$ cat src/rtl/wbs_pkg.sv
// Shared address map, region/register encodings and FSM states for the
// Wishbone-to-memory bridge.
package wbs_pkg;

    localparam int unsigned WB_DW    = 32;
    localparam int unsigned QUERY_DW = 55;
    localparam int unsigned LEAF_DW  = 64;
    localparam int unsigned NODE_DW  = 22;
    localparam int unsigned BEST_DW  = 64;

    localparam logic [31:0] ADDR_MASK      = 32'hFFFF_0000;
    localparam logic [31:0] MODE_ADDR      = 32'h3000_0000;
    localparam logic [31:0] DEBUG_ADDR     = 32'h3000_0004;
    localparam logic [31:0] DONE_ADDR      = 32'h3000_0008;
    localparam logic [31:0] FSM_START_ADDR = 32'h3000_000C;
    localparam logic [31:0] BUSY_ADDR      = 32'h3000_0010;
    localparam logic [31:0] QUERY_BASE     = 32'h3001_0000;
    localparam logic [31:0] LEAF_BASE      = 32'h3002_0000;
    localparam logic [31:0] BEST_BASE      = 32'h3003_0000;
    localparam logic [31:0] NODE_BASE      = 32'h3004_0000;

    typedef enum logic [2:0] {
        RGN_NONE, RGN_CTRL, RGN_QUERY, RGN_LEAF, RGN_BEST, RGN_NODE
    } region_e;

    typedef enum logic [2:0] {
        CR_NONE, CR_MODE, CR_DEBUG, CR_DONE, CR_START, CR_BUSY
    } ctrl_e;

    typedef enum logic [1:0] {
        ST_IDLE, ST_ACK, ST_RD_WAIT
    } state_e;

endpackage

$ cat src/rtl/wbs_addr_decode.sv
// Combinational Wishbone address decode: region, control register, half
// select and per-memory word indices (upper index bits simply dropped).
module wbs_addr_decode
    import wbs_pkg::*;
#(
    parameter int unsigned QUERY_AW = 12,
    parameter int unsigned LEAF_AW  = 12,
    parameter int unsigned NODE_AW  = 6,
    parameter int unsigned BEST_AW  = 9
) (
    input  logic [31:0]         adr_i,
    output region_e             region_c,
    output ctrl_e               ctrl_c,
    output logic                upper_c,
    output logic [QUERY_AW-1:0] query_idx_c,
    output logic [LEAF_AW-1:0]  leaf_idx_c,
    output logic [BEST_AW-1:0]  best_idx_c,
    output logic [NODE_AW-1:0]  node_idx_c
);

    always_comb begin
        region_c = RGN_NONE;
        case (adr_i & ADDR_MASK)
            (MODE_ADDR & ADDR_MASK): region_c = RGN_CTRL;
            QUERY_BASE:              region_c = RGN_QUERY;
            LEAF_BASE:               region_c = RGN_LEAF;
            BEST_BASE:               region_c = RGN_BEST;
            NODE_BASE:               region_c = RGN_NODE;
            default:                 region_c = RGN_NONE;
        endcase
    end

    // Full-address match, so control offsets outside the map fall to CR_NONE.
    always_comb begin
        ctrl_c = CR_NONE;
        case (adr_i)
            MODE_ADDR:      ctrl_c = CR_MODE;
            DEBUG_ADDR:     ctrl_c = CR_DEBUG;
            DONE_ADDR:      ctrl_c = CR_DONE;
            FSM_START_ADDR: ctrl_c = CR_START;
            BUSY_ADDR:      ctrl_c = CR_BUSY;
            default:        ctrl_c = CR_NONE;
        endcase
    end

    assign upper_c     = adr_i[2];
    assign query_idx_c = adr_i[3 +: QUERY_AW];
    assign leaf_idx_c  = adr_i[3 +: LEAF_AW];
    assign best_idx_c  = adr_i[3 +: BEST_AW];
    assign node_idx_c  = adr_i[2 +: NODE_AW];

endmodule

$ cat src/rtl/wbs_mem_bridge.sv
// Wishbone slave front-end: control registers, 2x32-bit -> 64-bit memory
// write pairing and cached 64-bit -> 2x32-bit best-index reads.
module wbs_mem_bridge
    import wbs_pkg::*;
#(
    parameter int unsigned QUERY_AW = 12,
    parameter int unsigned LEAF_AW  = 12,
    parameter int unsigned NODE_AW  = 6,
    parameter int unsigned BEST_AW  = 9
) (
    input  logic                wb_clk_i,
    input  logic                wb_rst_i,
    input  logic                wbs_cyc_i,
    input  logic                wbs_stb_i,
    input  logic                wbs_we_i,
    input  logic [3:0]          wbs_sel_i,
    input  logic [31:0]         wbs_adr_i,
    input  logic [WB_DW-1:0]    wbs_dat_i,
    output logic                wbs_ack_o,
    output logic [WB_DW-1:0]    wbs_dat_o,
    output logic                mode_o,
    output logic                debug_o,
    output logic                fsm_start_o,
    input  logic                fsm_busy_i,
    input  logic                fsm_done_i,
    output logic                query_we_o,
    output logic [QUERY_AW-1:0] query_addr_o,
    output logic [QUERY_DW-1:0] query_wdata_o,
    output logic                leaf_we_o,
    output logic [LEAF_AW-1:0]  leaf_addr_o,
    output logic [LEAF_DW-1:0]  leaf_wdata_o,
    output logic                node_we_o,
    output logic [NODE_AW-1:0]  node_addr_o,
    output logic [NODE_DW-1:0]  node_wdata_o,
    output logic                best_re_o,
    output logic [BEST_AW-1:0]  best_addr_o,
    input  logic [BEST_DW-1:0]  best_rdata_i
);

    region_e             region_c;
    ctrl_e               ctrl_c;
    logic                upper_c;
    logic [QUERY_AW-1:0] query_idx_c;
    logic [LEAF_AW-1:0]  leaf_idx_c;
    logic [BEST_AW-1:0]  best_idx_c;
    logic [NODE_AW-1:0]  node_idx_c;

    wbs_addr_decode #(
        .QUERY_AW (QUERY_AW),
        .LEAF_AW  (LEAF_AW),
        .NODE_AW  (NODE_AW),
        .BEST_AW  (BEST_AW)
    ) u_decode (
        .adr_i       (wbs_adr_i),
        .region_c    (region_c),
        .ctrl_c      (ctrl_c),
        .upper_c     (upper_c),
        .query_idx_c (query_idx_c),
        .leaf_idx_c  (leaf_idx_c),
        .best_idx_c  (best_idx_c),
        .node_idx_c  (node_idx_c)
    );

    state_e              state_q, state_d;
    logic                ack_q, ack_d, mode_q, mode_d, debug_q, debug_d, start_q, start_d;
    logic [WB_DW-1:0]    dat_q, dat_d, stage_q, stage_d;
    logic                query_we_q, query_we_d, leaf_we_q, leaf_we_d, node_we_q, node_we_d;
    logic [QUERY_AW-1:0] query_addr_q, query_addr_d;
    logic [QUERY_DW-1:0] query_wdata_q, query_wdata_d;
    logic [LEAF_AW-1:0]  leaf_addr_q, leaf_addr_d;
    logic [LEAF_DW-1:0]  leaf_wdata_q, leaf_wdata_d;
    logic [NODE_AW-1:0]  node_addr_q, node_addr_d;
    logic [NODE_DW-1:0]  node_wdata_q, node_wdata_d;
    logic [BEST_DW-1:0]  rbuf_q, rbuf_d;
    logic [BEST_AW-1:0]  rbuf_idx_q, rbuf_idx_d, rd_idx_q, rd_idx_d;
    logic                rbuf_vld_q, rbuf_vld_d, rd_upper_q, rd_upper_d;
    logic                best_re_c;
    logic [63:0]         wide_c;

    assign wide_c = {wbs_dat_i, stage_q};

    always_comb begin
        state_d       = state_q;
        ack_d         = 1'b0;
        dat_d         = '0;
        mode_d        = mode_q;
        debug_d       = debug_q;
        start_d       = 1'b0;
        stage_d       = stage_q;
        query_we_d    = 1'b0;
        query_addr_d  = query_addr_q;
        query_wdata_d = query_wdata_q;
        leaf_we_d     = 1'b0;
        leaf_addr_d   = leaf_addr_q;
        leaf_wdata_d  = leaf_wdata_q;
        node_we_d     = 1'b0;
        node_addr_d   = node_addr_q;
        node_wdata_d  = node_wdata_q;
        rbuf_d        = rbuf_q;
        rbuf_idx_d    = rbuf_idx_q;
        rbuf_vld_d    = rbuf_vld_q & ~fsm_busy_i;
        rd_idx_d      = rd_idx_q;
        rd_upper_d    = rd_upper_q;
        best_re_c     = 1'b0;

        case (state_q)
            ST_IDLE: begin
                if (wbs_cyc_i && wbs_stb_i) begin
                    state_d = ST_ACK;
                    ack_d   = 1'b1;
                    if (wbs_we_i) begin
                        if (|wbs_sel_i) begin
                            case (region_c)
                                RGN_CTRL: begin
                                    case (ctrl_c)
                                        CR_MODE:  mode_d  = wbs_dat_i[0];
                                        CR_DEBUG: debug_d = wbs_dat_i[0];
                                        CR_START: start_d = 1'b1;
                                        default:  ;
                                    endcase
                                end
                                RGN_QUERY: begin
                                    if (!fsm_busy_i && !upper_c) begin
                                        stage_d = wbs_dat_i;
                                    end else if (!fsm_busy_i) begin
                                        query_we_d    = 1'b1;
                                        query_addr_d  = query_idx_c;
                                        query_wdata_d = wide_c[QUERY_DW-1:0];
                                        stage_d       = '0;
                                    end
                                end
                                RGN_LEAF: begin
                                    if (!fsm_busy_i && !upper_c) begin
                                        stage_d = wbs_dat_i;
                                    end else if (!fsm_busy_i) begin
                                        leaf_we_d    = 1'b1;
                                        leaf_addr_d  = leaf_idx_c;
                                        leaf_wdata_d = wide_c;
                                        stage_d      = '0;
                                    end
                                end
                                RGN_NODE: begin
                                    if (!fsm_busy_i) begin
                                        node_we_d    = 1'b1;
                                        node_addr_d  = node_idx_c;
                                        node_wdata_d = wbs_dat_i[NODE_DW-1:0];
                                    end
                                end
                                default: ;
                            endcase
                        end
                    end else begin
                        case (region_c)
                            RGN_CTRL: begin
                                case (ctrl_c)
                                    CR_MODE:  dat_d = WB_DW'(mode_q);
                                    CR_DEBUG: dat_d = WB_DW'(debug_q);
                                    CR_DONE:  dat_d = WB_DW'(fsm_done_i);
                                    CR_BUSY:  dat_d = WB_DW'(fsm_busy_i);
                                    default:  dat_d = '0;
                                endcase
                            end
                            RGN_BEST: begin
                                // Upper half of the word just fetched is served from rbuf.
                                if (upper_c && rbuf_vld_q && !fsm_busy_i && rbuf_idx_q == best_idx_c) begin
                                    dat_d = rbuf_q[63:32];
                                end else begin
                                    best_re_c  = 1'b1;
                                    rd_idx_d   = best_idx_c;
                                    rd_upper_d = upper_c;
                                    ack_d      = 1'b0;
                                    state_d    = ST_RD_WAIT;
                                end
                            end
                            default: dat_d = '0;
                        endcase
                    end
                end
            end
            ST_RD_WAIT: begin
                rbuf_d     = best_rdata_i;
                rbuf_idx_d = rd_idx_q;
                rbuf_vld_d = ~fsm_busy_i;
                dat_d      = rd_upper_q ? best_rdata_i[63:32] : best_rdata_i[31:0];
                ack_d      = 1'b1;
                state_d    = ST_ACK;
            end
            ST_ACK:  state_d = ST_IDLE;
            default: state_d = ST_IDLE;
        endcase
    end

    always_ff @(posedge wb_clk_i) begin
        if (wb_rst_i) begin
            state_q       <= ST_IDLE;
            ack_q         <= 1'b0;
            dat_q         <= '0;
            mode_q        <= 1'b0;
            debug_q       <= 1'b0;
            start_q       <= 1'b0;
            stage_q       <= '0;
            query_we_q    <= 1'b0;
            query_addr_q  <= '0;
            query_wdata_q <= '0;
            leaf_we_q     <= 1'b0;
            leaf_addr_q   <= '0;
            leaf_wdata_q  <= '0;
            node_we_q     <= 1'b0;
            node_addr_q   <= '0;
            node_wdata_q  <= '0;
            rbuf_q        <= '0;
            rbuf_idx_q    <= '0;
            rbuf_vld_q    <= 1'b0;
            rd_idx_q      <= '0;
            rd_upper_q    <= 1'b0;
        end else begin
            state_q       <= state_d;
            ack_q         <= ack_d;
            dat_q         <= dat_d;
            mode_q        <= mode_d;
            debug_q       <= debug_d;
            start_q       <= start_d;
            stage_q       <= stage_d;
            query_we_q    <= query_we_d;
            query_addr_q  <= query_addr_d;
            query_wdata_q <= query_wdata_d;
            leaf_we_q     <= leaf_we_d;
            leaf_addr_q   <= leaf_addr_d;
            leaf_wdata_q  <= leaf_wdata_d;
            node_we_q     <= node_we_d;
            node_addr_q   <= node_addr_d;
            node_wdata_q  <= node_wdata_d;
            rbuf_q        <= rbuf_d;
            rbuf_idx_q    <= rbuf_idx_d;
            rbuf_vld_q    <= rbuf_vld_d;
            rd_idx_q      <= rd_idx_d;
            rd_upper_q    <= rd_upper_d;
        end
    end

    assign wbs_ack_o     = ack_q;
    assign wbs_dat_o     = dat_q;
    assign mode_o        = mode_q;
    assign debug_o       = debug_q;
    assign fsm_start_o   = start_q;
    assign query_we_o    = query_we_q;
    assign query_addr_o  = query_addr_q;
    assign query_wdata_o = query_wdata_q;
    assign leaf_we_o     = leaf_we_q;
    assign leaf_addr_o   = leaf_addr_q;
    assign leaf_wdata_o  = leaf_wdata_q;
    assign node_we_o     = node_we_q;
    assign node_addr_o   = node_addr_q;
    assign node_wdata_o  = node_wdata_q;

    // The SRAM read strobe is issued in the request cycle so data returns in
    // RD_WAIT and the read acks two cycles after the request.
    assign best_re_o   = best_re_c & ~wb_rst_i;
    assign best_addr_o = best_re_o ? best_idx_c : '0;

endmodule

$ cat config.mk
export PLATFORM = sky130hd
export DESIGN_NAME = wbs_mem_bridge
export DESIGN_NICKNAME = d
export VERILOG_FILES = /design/src/rtl/wbs_pkg.sv /design/src/rtl/wbs_addr_decode.sv /design/src/rtl/wbs_mem_bridge.sv
export SDC_FILE = /design/constraint.sdc
export NUM_CORES = 1
export LEC_CHECK = 0
export CAP_MARGIN = 20
export CORE_MARGIN = 4
export CORE_UTILIZATION = 40
export DETAILED_ROUTE_END_ITERATION = 12
export PLACE_DENSITY_LB_ADDON = 0.25
export SLEW_MARGIN = 20
export SYNTH_ARGS = -nofsm -noshare
export SYNTH_HDL_FRONTEND = slang
export SYNTH_HIERARCHICAL = 1
export SYNTH_SLANG_ARGS = --single-unit
export TNS_END_PERCENT = 30
$ cat constraint.sdc
create_clock -name wb_clk_i -period 5 [get_ports wb_clk_i]
set_clock_uncertainty 0.05 [all_clocks]
set_input_delay 1.5 -clock wb_clk_i [delete_from_list [all_inputs] [get_ports wb_clk_i]]
set_output_delay 1.5 -clock wb_clk_i [all_outputs]
set_load 0.02 [all_outputs]
==> flow_summary.ini <==
[critical_path]
worstPathRequired_ns = 3.45
crit_arrival_ns = 3.37
path_class = primary input to output pin
worstSetupEndpointType = output pin
crit_fanout = 5
cp-start-kind = primary input

[yosys]
synth_edf_count = 0
synth_flop_cell = dfxtp_1
synth_area_per_cell_um2 = 8.58
synthesis.nets = 1469
ys_ff_latch = 296
yosysWarnings = 6
ys_types = 48
syn-instance-count = 1330
yosysSeqAreaShare_pct = 51.9
synthArstFlopShare_pct = 0
syn_area_um2 = 11400

[grt]
grt_pass1_vias = 9952
grt_pass1_wl_um = 56800
antenna_found_initial = 0
grt_overflow = 0
grt.total_usage_pct = 22.4
grt_max_degree = 225

[power_and_ir_drop]
vdd_drop_max_mv = 0.232
powerDensity_nw_per_um2 = 298
p_total_mw = 4.90
p_leak_nw = 5.52

[detailed_routing]
wl_um = 37100
wl_per_cell_um = 18.2
antenna_left = 0
dr_total_vias = 10293
first_pass_iters = 5
viasPerCell = 5.04
initialDrtViolationCount = 736
drc_errors = 0

[timing]
fmax_mhz = 203
final_hold_viol_count = 0
hold_ws_ns = 0.399
finalSetupTns_ns = 0
finalCriticalPeriod_ns = 4.92
drv_slew = 0
slew_headroom_pct = 24.8
min_period_over_period_pct = 98.3
rsz0062_at_grt = false
timing_worst_slew_pin_value_ns = 1.13
setup_viol = 0

[placed_design]
port-buffer-count = 358
placed_cell_area_um2 = 15200
gp_congestion = 0.864
post-dp-hpwl_um = 24600

[run_status]
status = finished clean

[layout]
syn_to_final_growth_pct = 44.2
nFillCells = 2465
design_area_um2 = 16500
finalNetCount = 1780
diodes = 0
drive_gt1_share_pct = 9.01

[clock_network]
cts_tree = done
clk_pin_slew_ns = 0.06
cts.path.max_buffers = 3
cts.sinks = 296
worstSkewPairLatency_ns = 0.54
cts_buffers = 31
cts-root-buf = clkbuf_16
htree_num_levels = 1

[floorplan]
ios = 359
initial_utilization_pct = 40.9
die_h_um = 177
dieArea_um2 = 31300
core_area_um2 = 27900
die_x_um = 177
rows = 61

[min_path]
min_path_type = register to register

[flow_run]
drv_cap = 0
## worst paths after layout
path                           from                 to  slack, ns  depth (start not counted)
setup / recovery      wbs_adr_i[28]     best_addr_o[4]       0.08                         10
hold / removal    query_wdata_o[26]  query_wdata_o[26]       0.40                          2
setup reg to reg         state_q[0]  query_wdata_o[48]       2.83                          5
hold reg to reg   query_wdata_o[26]  query_wdata_o[26]       0.40                          2
## flip-flops by register name (all words and copies together), names as in the netlist, 2 cells and up
signal	flops
wbs_dat_o	32
leaf_wdata_o	64
rbuf_idx_q	9
stage_q	32
rbuf_q	32
node_addr_o	6
rd_idx_q	9
query_wdata_o	55
state_q	2
query_addr_o	12
node_wdata_o	22
leaf_addr_o	12
## synth_stat cells, drive strengths merged, types with 8 or more instances
| library cell | count | area share, % |
|---|---|---|
| a21oi | 191 | 8.4 |
| a32o | 10 | 0.88 |
| and3 | 10 | 0.55 |
| buf | 77 | 4.6 |
| clkbuf | 61 | 2.0 |
| dfxtp | 296 | 52 |
| mux2i | 62 | 5.4 |
| nand2 | 407 | 13 |
| nand3 | 32 | 1.4 |
| nand4 | 8 | 0.49 |
| nor2 | 41 | 1.3 |
| nor4 | 9 | 0.87 |
| o21ai | 34 | 1.5 |
| o2bb2ai | 31 | 2.4 |
| xnor2 | 11 | 0.84 |
## cells by family after synthesis
group | share of synthesized area, %
compound gates | 14.0
xor+xnor | 0.844
buf+inv | 6.75
flops | 51.9
mux | 5.44
simple gates | 21.0
## layer usage
metal	vias up	part of all wire (%)	global-route usage (%)
met1	4838	44	30.3
li1	5059	-	-
met4	0	1.9	4.77
met2	352	45	35.6
met3	44	9.1	6.79
met5	-	0	0
## critical path: stages
cell,delay [ns]
clkdlybuf4s50_1,0.45
and3b_1,0.18
nand4_2,0.14
buf_6,0.17
nor3_4,0.23
nor3b_4,0.07
and3_4,0.19
buf_6,0.13
and3_4,0.16
buf_6,0.13
## area by class of cell
class	instances	area, um^2	area share, %
clock inverter	14	153	0.928
sequential	296	5930	36.0
clock buffer	42	867	5.27
timing repair buffer	416	4200	25.5
inverter	3	11.3	0.0684
multi-input combinational	893	4830	29.3
tap	378	473	2.87
## through the flow
stage / utilization, % / cells / worst slack (ns)
floorplan: - / 1330 / 0.156
global placement: 54.5 / 1978 / -0.575
detailed placement: 54.5 / 1978 / -0.596
CTS: 58.2 / 2039 / 0.00286
global route: 58.9 / 2042 / 0.0310
finish: 58.9 / 2042 / 0.0844
## power breakdown
part	internal (mW)	leakage, nW	switching (mW)
Combinational	0.130	2.62	0.117
Clock	1.36	0.511	0.928
Sequential	2.36	2.38	0.000805
Total	3.85	5.52	1.05
## what timing repair did
action,CTS,global route
hold buffers,0,0
pin swaps,5,6
resized for setup,49,41
buffers inserted,5,1
endpoints found under the hold margin,0,0
endpoints found under the setup margin,10,10
gates cloned,0,0
## cells in the final DEF, fill, tap and decap left out, drive strengths merged, types with 5 or more instances in the layout
cell           synthesis  routed
nand4                  8       8
a21oi                191     191
dlymetal6s2s           0       7
o2bb2ai               31      31
dfxtp                296     296
a32o                  10      10
clkdlybuf4s50          0     340
nor2                  41      41
clkinv                 1      11
nand3                 32      32
mux2i                 62      62
and3                  10      10
nor3                   5       5
nor4                   9       9
o21ai                 34      34
nand3b                 5       5
nor4b                  5       5
clkbuf                61      42
nand2                407     407
xnor2                 11      11
buf                   77      69
(Power assumes the default switching activity.)
==> RTL change 1 (same settings) <==
`LEAF_AW` is set to 12 in 2 places; all go to 11.
--- a/src/rtl/wbs_addr_decode.sv
+++ b/src/rtl/wbs_addr_decode.sv
@@ -5,5 +5,5 @@
 #(
     parameter int unsigned QUERY_AW = 12,
-    parameter int unsigned LEAF_AW  = 12,
+    parameter int unsigned LEAF_AW  = 11,
     parameter int unsigned NODE_AW  = 6,
     parameter int unsigned BEST_AW  = 9
--- a/src/rtl/wbs_mem_bridge.sv
+++ b/src/rtl/wbs_mem_bridge.sv
@@ -5,5 +5,5 @@
 #(
     parameter int unsigned QUERY_AW = 12,
-    parameter int unsigned LEAF_AW  = 12,
+    parameter int unsigned LEAF_AW  = 11,
     parameter int unsigned NODE_AW  = 6,
     parameter int unsigned BEST_AW  = 9
Interface: changed (resized leaf_addr_o); port bits go from 359 to 358. The function was not compared with the original's and may differ.
==> RTL change 1 against the unedited design <==
- via count rose by 4.8%
- sequential share of layout area shrank 0.45 points
- sequential cell count down 1
- routed wire length grew 5.5%
- total power rose by 2.5%
- largest cell class unchanged
- area after synthesis increased by 1.9%
- final area grew 0.91%
- worst setup slack lost 0.0094 ns
==> RTL change 1: results (changes against the unedited design) <==
| Metric | Value |
|---|---|
| Vias in the first global route | `10300 (+3.7%)` |
| Pin count of the biggest net entering global routing | `116 (-48%)` |
| Worst setup timing slack at the placement stage | `-0.757 ns (-0.161 ns)` |
| Per-instance average area after synthesis | `8.48 um2 (-1.1%)` |
| Net count of the mapped netlist | `1510 (+2.8%)` |
| Met3 layer usage reported by global route | `0.0750 (+0.00710)` |
| Fraction of layout instances using a drive strength above 1 | `0.0858 (-0.00435)` |
| CP arrival | `3.38 ns (about the same)` |
| Min Hold Slack | `0.399 ns (-0.000838 ns)` |
| Count of different cell masters after synthesis | `53 (+10%)` |
| Total wire length after detailed routing | `39200 um (+5.5%)` |
| Peak VDD IR | `329 uV (+42%)` |
| Leakage power figure | `5.50 nW (-0.24%)` |
| Number of nets in the layout | `1804 (+1.3%)` |
| Detailed route wirelength on metal2 | `18100 um (+7.5%)` |
| Met3 wire length | `3690 um (+9.6%)` |
| Critical path launch point | `wbs_adr_i[21]` |
| Global Route met2 Usage | `0.377 (+0.0204)` |
| Worst hold path startpoint | `leaf_wdata_o[1]$_SDFFE_PP0P_` |
| CP endpoint | `best_addr_o[2]` |
| Leading cell types by total area after synthesis | `dfxtp_1, nand2_1, a21oi_1, mux2i_1, buf_4` |
| Worst flop-to-flop path startpoint | `rbuf_idx_q[0]$_SDFFE_PP0P_` |
| Vias per std cell | `5.20 (+3.2%)` |
| Total vias in the final route | `10800 (+4.8%)` |
| Achievable Freq | `203 MHz (-0.19%)` |
| Placed Cells incl. Taps | `2012 (+1.7%)` |
| Worst R2R End | `rd_idx_q[5]$_SDFFE_PP0P_` |
| Endpoint of the worst hold-timing path | `leaf_wdata_o[1]$_SDFFE_PP0P_` |
| Global routing usage summed across all routing layers | `0.231 (+0.00724)` |
| Flop2flop setup slack | `2.69 ns (-0.14 ns)` |
| Length of the first detailed-routing pass in iterations | `6 (+1)` |
| Clock latency reported for the late side of the worst-skew pair | `0.57 ns (+0.03 ns)` |
| Last weighted congestion value of the routability-driven placer | `0.851 (-1.5%)` |
| Met1 track demand over resource in global routing | `0.293 (-0.0101)` |
| Buffers on Ports | `357 (-0.28%)` |
| Detailed-route wire length on metal 1 | `16100 um (-0.32%)` |
| Outcome | `complete, no violations` |
[RTL change 1: changes by cell type after synthesis, moves of 7 or more]
cell / before / now
nand2b_1: 3 / 13
a32o_1: 10 / 0
a41oi_1: 0 / 10
and2_1: 2 / 9
a21oi_1: 191 / 199
and3_1: 10 / 0
o2111ai_1: 0 / 10
clkbuf_1: 61 / 68
[RTL change 1: repair_timing]
item                                    CTS  global route
endpoints found under the setup margin   10            10
resized for setup                        72            18
pin swaps                                 7             8
buffers inserted                          1             2
hold buffers                              0             0
cloned                                    1             0
hold endpoints to repair                  0             0
[RTL change 1: area by class of cell]
cell class                 instances  area, um2
clock inverter                    15        194
clock buffer                      43        901
tap                              384        480
timing repair buffer             404       4010
multi-input combinational        931       5100
fill                            2575      12100
inverter                           2       7.51
sequential                       295       5910
[RTL change 1: cells by family after synthesis]
group / after synthesis / synth area share
buffers and inverters: 146 / 0.0659
AND/OR/NAND/NOR: 554 / 0.210
AO/OA/AOI/OAI: 303 / 0.154
XOR/XNOR: 11 / 0.00828
flip-flops: 295 / 0.508
multiplexers: 62 / 0.0534
[RTL change 1: per-stage QoR]
stage	cell area, um2	power (W)
after floorplan	11600	0.00250
after global placement	15300	0.00265
after detailed placement	15300	0.00265
after CTS	16500	0.00508
after global routing	16600	0.00519
final	16600	0.00502
[RTL change 1: critical path, cell delays in order]
cell and delay [ns]:
clkdlybuf4s50_1 0.41, nor4_2 0.17, nand4_2 0.16, buf_6 0.17, a211oi_4 0.27, nor4b_4 0.08
and2_4 0.18, o311a_4 0.13, and2_4 0.17, buf_6 0.12
[RTL change 1: report_power, final]
part | internal, W | switching, W | total [W]
sequential | 0.00235 | 0.000000738 | 0.00235
combinational | 0.000128 | 0.000129 | 0.000257
clock | 0.00147 | 0.000946 | 0.00241
==> RTL change 2 (same settings) <==
Made on the original files. Reset style: asynchronous (`wb_rst_i`), changed in one clocked block.
--- a/src/rtl/wbs_mem_bridge.sv
+++ b/src/rtl/wbs_mem_bridge.sv
@@ -191,5 +191,5 @@
     end
 
-    always_ff @(posedge wb_clk_i) begin
+    always_ff @(posedge wb_clk_i or posedge wb_rst_i) begin
         if (wb_rst_i) begin
             state_q       <= ST_IDLE;
Function: not settled (the Yosys comparison gave no result); the edit may change what the design does.
==> RTL change 2 against the unedited design <==
- core utilization down 1.5 points
- highest routed layer unchanged
- the flow now finishes with violations (negative setup slack)
- sequential cell count unchanged
- largest power group is now clock
- cell count is 21% lower
- sequential power increased by 3%
- total power up 5.0%
- critical endpoint is now best_addr_o[8]
- routed wire length decreased by 14%
- worst setup slack lost 0.22 ns
- critical path depth stayed put
- synthesized cell count shrank 38%
- non-clock buffer count fell by 7
- global-route usage down 3.8 points
- final area up 6.8%
- area after synthesis is 8.4% higher
==> RTL change 2: results (changes against the unedited design) <==
| Metric | Value |
|---|---|
| Outcome | `finished, violations left` |
| Violations in the final reports | `negative setup slack` |
| Filler cells | `2440 (-1.0%)` |
| Pin count of the biggest net entering global routing | `185 (-18%)` |
| Fraction of the core area covered by cells at the end of the flow | `0.574 (-0.0148)` |
| Share of synthesized flip-flops with an asynchronous set or reset | `1.00 (+1.00)` |
| Post-Synth XOR/XNOR Area | `0.00779 (-0.000653)` |
| Setup ws final | `-0.134 ns (-0.219 ns)` |
| Number of CTS-inserted buffers | `34 (+9.7%)` |
| WL/cell | `19.7 um (+8.6%)` |
| Number of inserted diodes | `2 (+2)` |
| Wire length of the first global-routing pass | `50000 um (-12%)` |
| Net count of the mapped netlist | `966 (-34%)` |
| DP HPWL | `22000 um (-11%)` |
| Leading cell types by total area after synthesis | `dfrtp_1, mux2_2, buf_4, mux2i_1, o2bb2ai_1` |
| Share of final layout cell area taken by clock buffers and inverters | `0.0636 (+0.00163)` |
| DIE WIDTH | `184 um (+3.9%)` |
| Leakage power figure | `7.97 nW (+45%)` |
| Antenna violations before repair | `2 (+2)` |
| Relative contribution of the clock network to total power | `0.480 (+0.012)` |
| Detailed route wirelength on metal2 | `15100 um (-11%)` |
| Count of different cell masters after synthesis | `42 (-13%)` |
| Highest net fanout along the worst path | `7 (+2)` |
| Placement Cell Area | `16300 um2 (+7.2%)` |
| Number of clock-tree buffers in the layout | `56 (+33%)` |
| Detailed-route wire length on metal 1 | `13100 um (-19%)` |
| Per-instance average area after synthesis | `15.0 um2 (+74%)` |
| CP max stage cell | `or4b_4` |
| Fraction of power spent switching nets | `0.208 (-0.00537)` |
| Number of nets in the layout | `1329 (-25%)` |
| Met3 layer usage reported by global route | `0.0677 (-0.000265)` |
| Met1 track demand over resource in global routing | `0.237 (-0.0663)` |
| Count of plain and timing-repair buffers | `409 (-1.7%)` |
| Endpoints failing setup | `10 (+10)` |
| Total wire length after detailed routing | `31800 um (-14%)` |
| Vias per std cell | `4.95 (-1.7%)` |
| Last weighted congestion value of the routability-driven placer | `0.844 (-2.2%)` |
| Share of cell area taken by multi-input logic gates | `0.255 (-0.0382)` |
| Actual transition at the worst max-transition pin | `1.07 ns (-0.0586 ns)` |
| Most instantiated flip-flop cell in the synthesis netlist | `dfrtp_1` |
| H-tree lvl count | `2 (+1)` |
| Peak VDD IR | `225 uV (-3.1%)` |
| Clock latency reported for the late side of the worst-skew pair | `0.49 ns (-0.05 ns)` |
| Register share of the cell area | `0.422 (+0.0615)` |
| Total number of sequential cells | `296 (unchanged)` |
| Setup total negative slack | `-1.20 ns (-1.20 ns)` |
| Non-clock buffer share of cell area | `0.230 (-0.0253)` |
## RTL change 2: cell count changes after synthesis, moves of 45 or more
cell / delta
nand2_1: -403
dfrtp_1: +296
dfxtp_1: -296
mux2_2: +255
a21oi_1: -185
clkbuf_1: -45
## RTL change 2: final timing paths
kind / cells after the start / start / slack, ns / endpoint
worst max-delay path: 10 / wbs_adr_i[16] / -0.13 / best_addr_o[8]
worst min-delay path: 1 / rbuf_q[35]$_DFFE_PP0P_ / 0.42 / wbs_dat_o[3]$_DFF_PP0_
worst max register to register: 6 / state_q[1]$_DFFE_PP0P_ / 2.50 / query_wdata_o[21]$_DFFE_PP0P_
worst min register to register: 1 / rbuf_q[35]$_DFFE_PP0P_ / 0.42 / wbs_dat_o[3]$_DFF_PP0_
max in group asynchronous: 4 / wb_rst_i / 1.53 / stage_q[4]$_DFFE_PP0P_
min in group asynchronous: 2 / wb_rst_i / 1.30 / wbs_ack_o$_DFF_PP0_
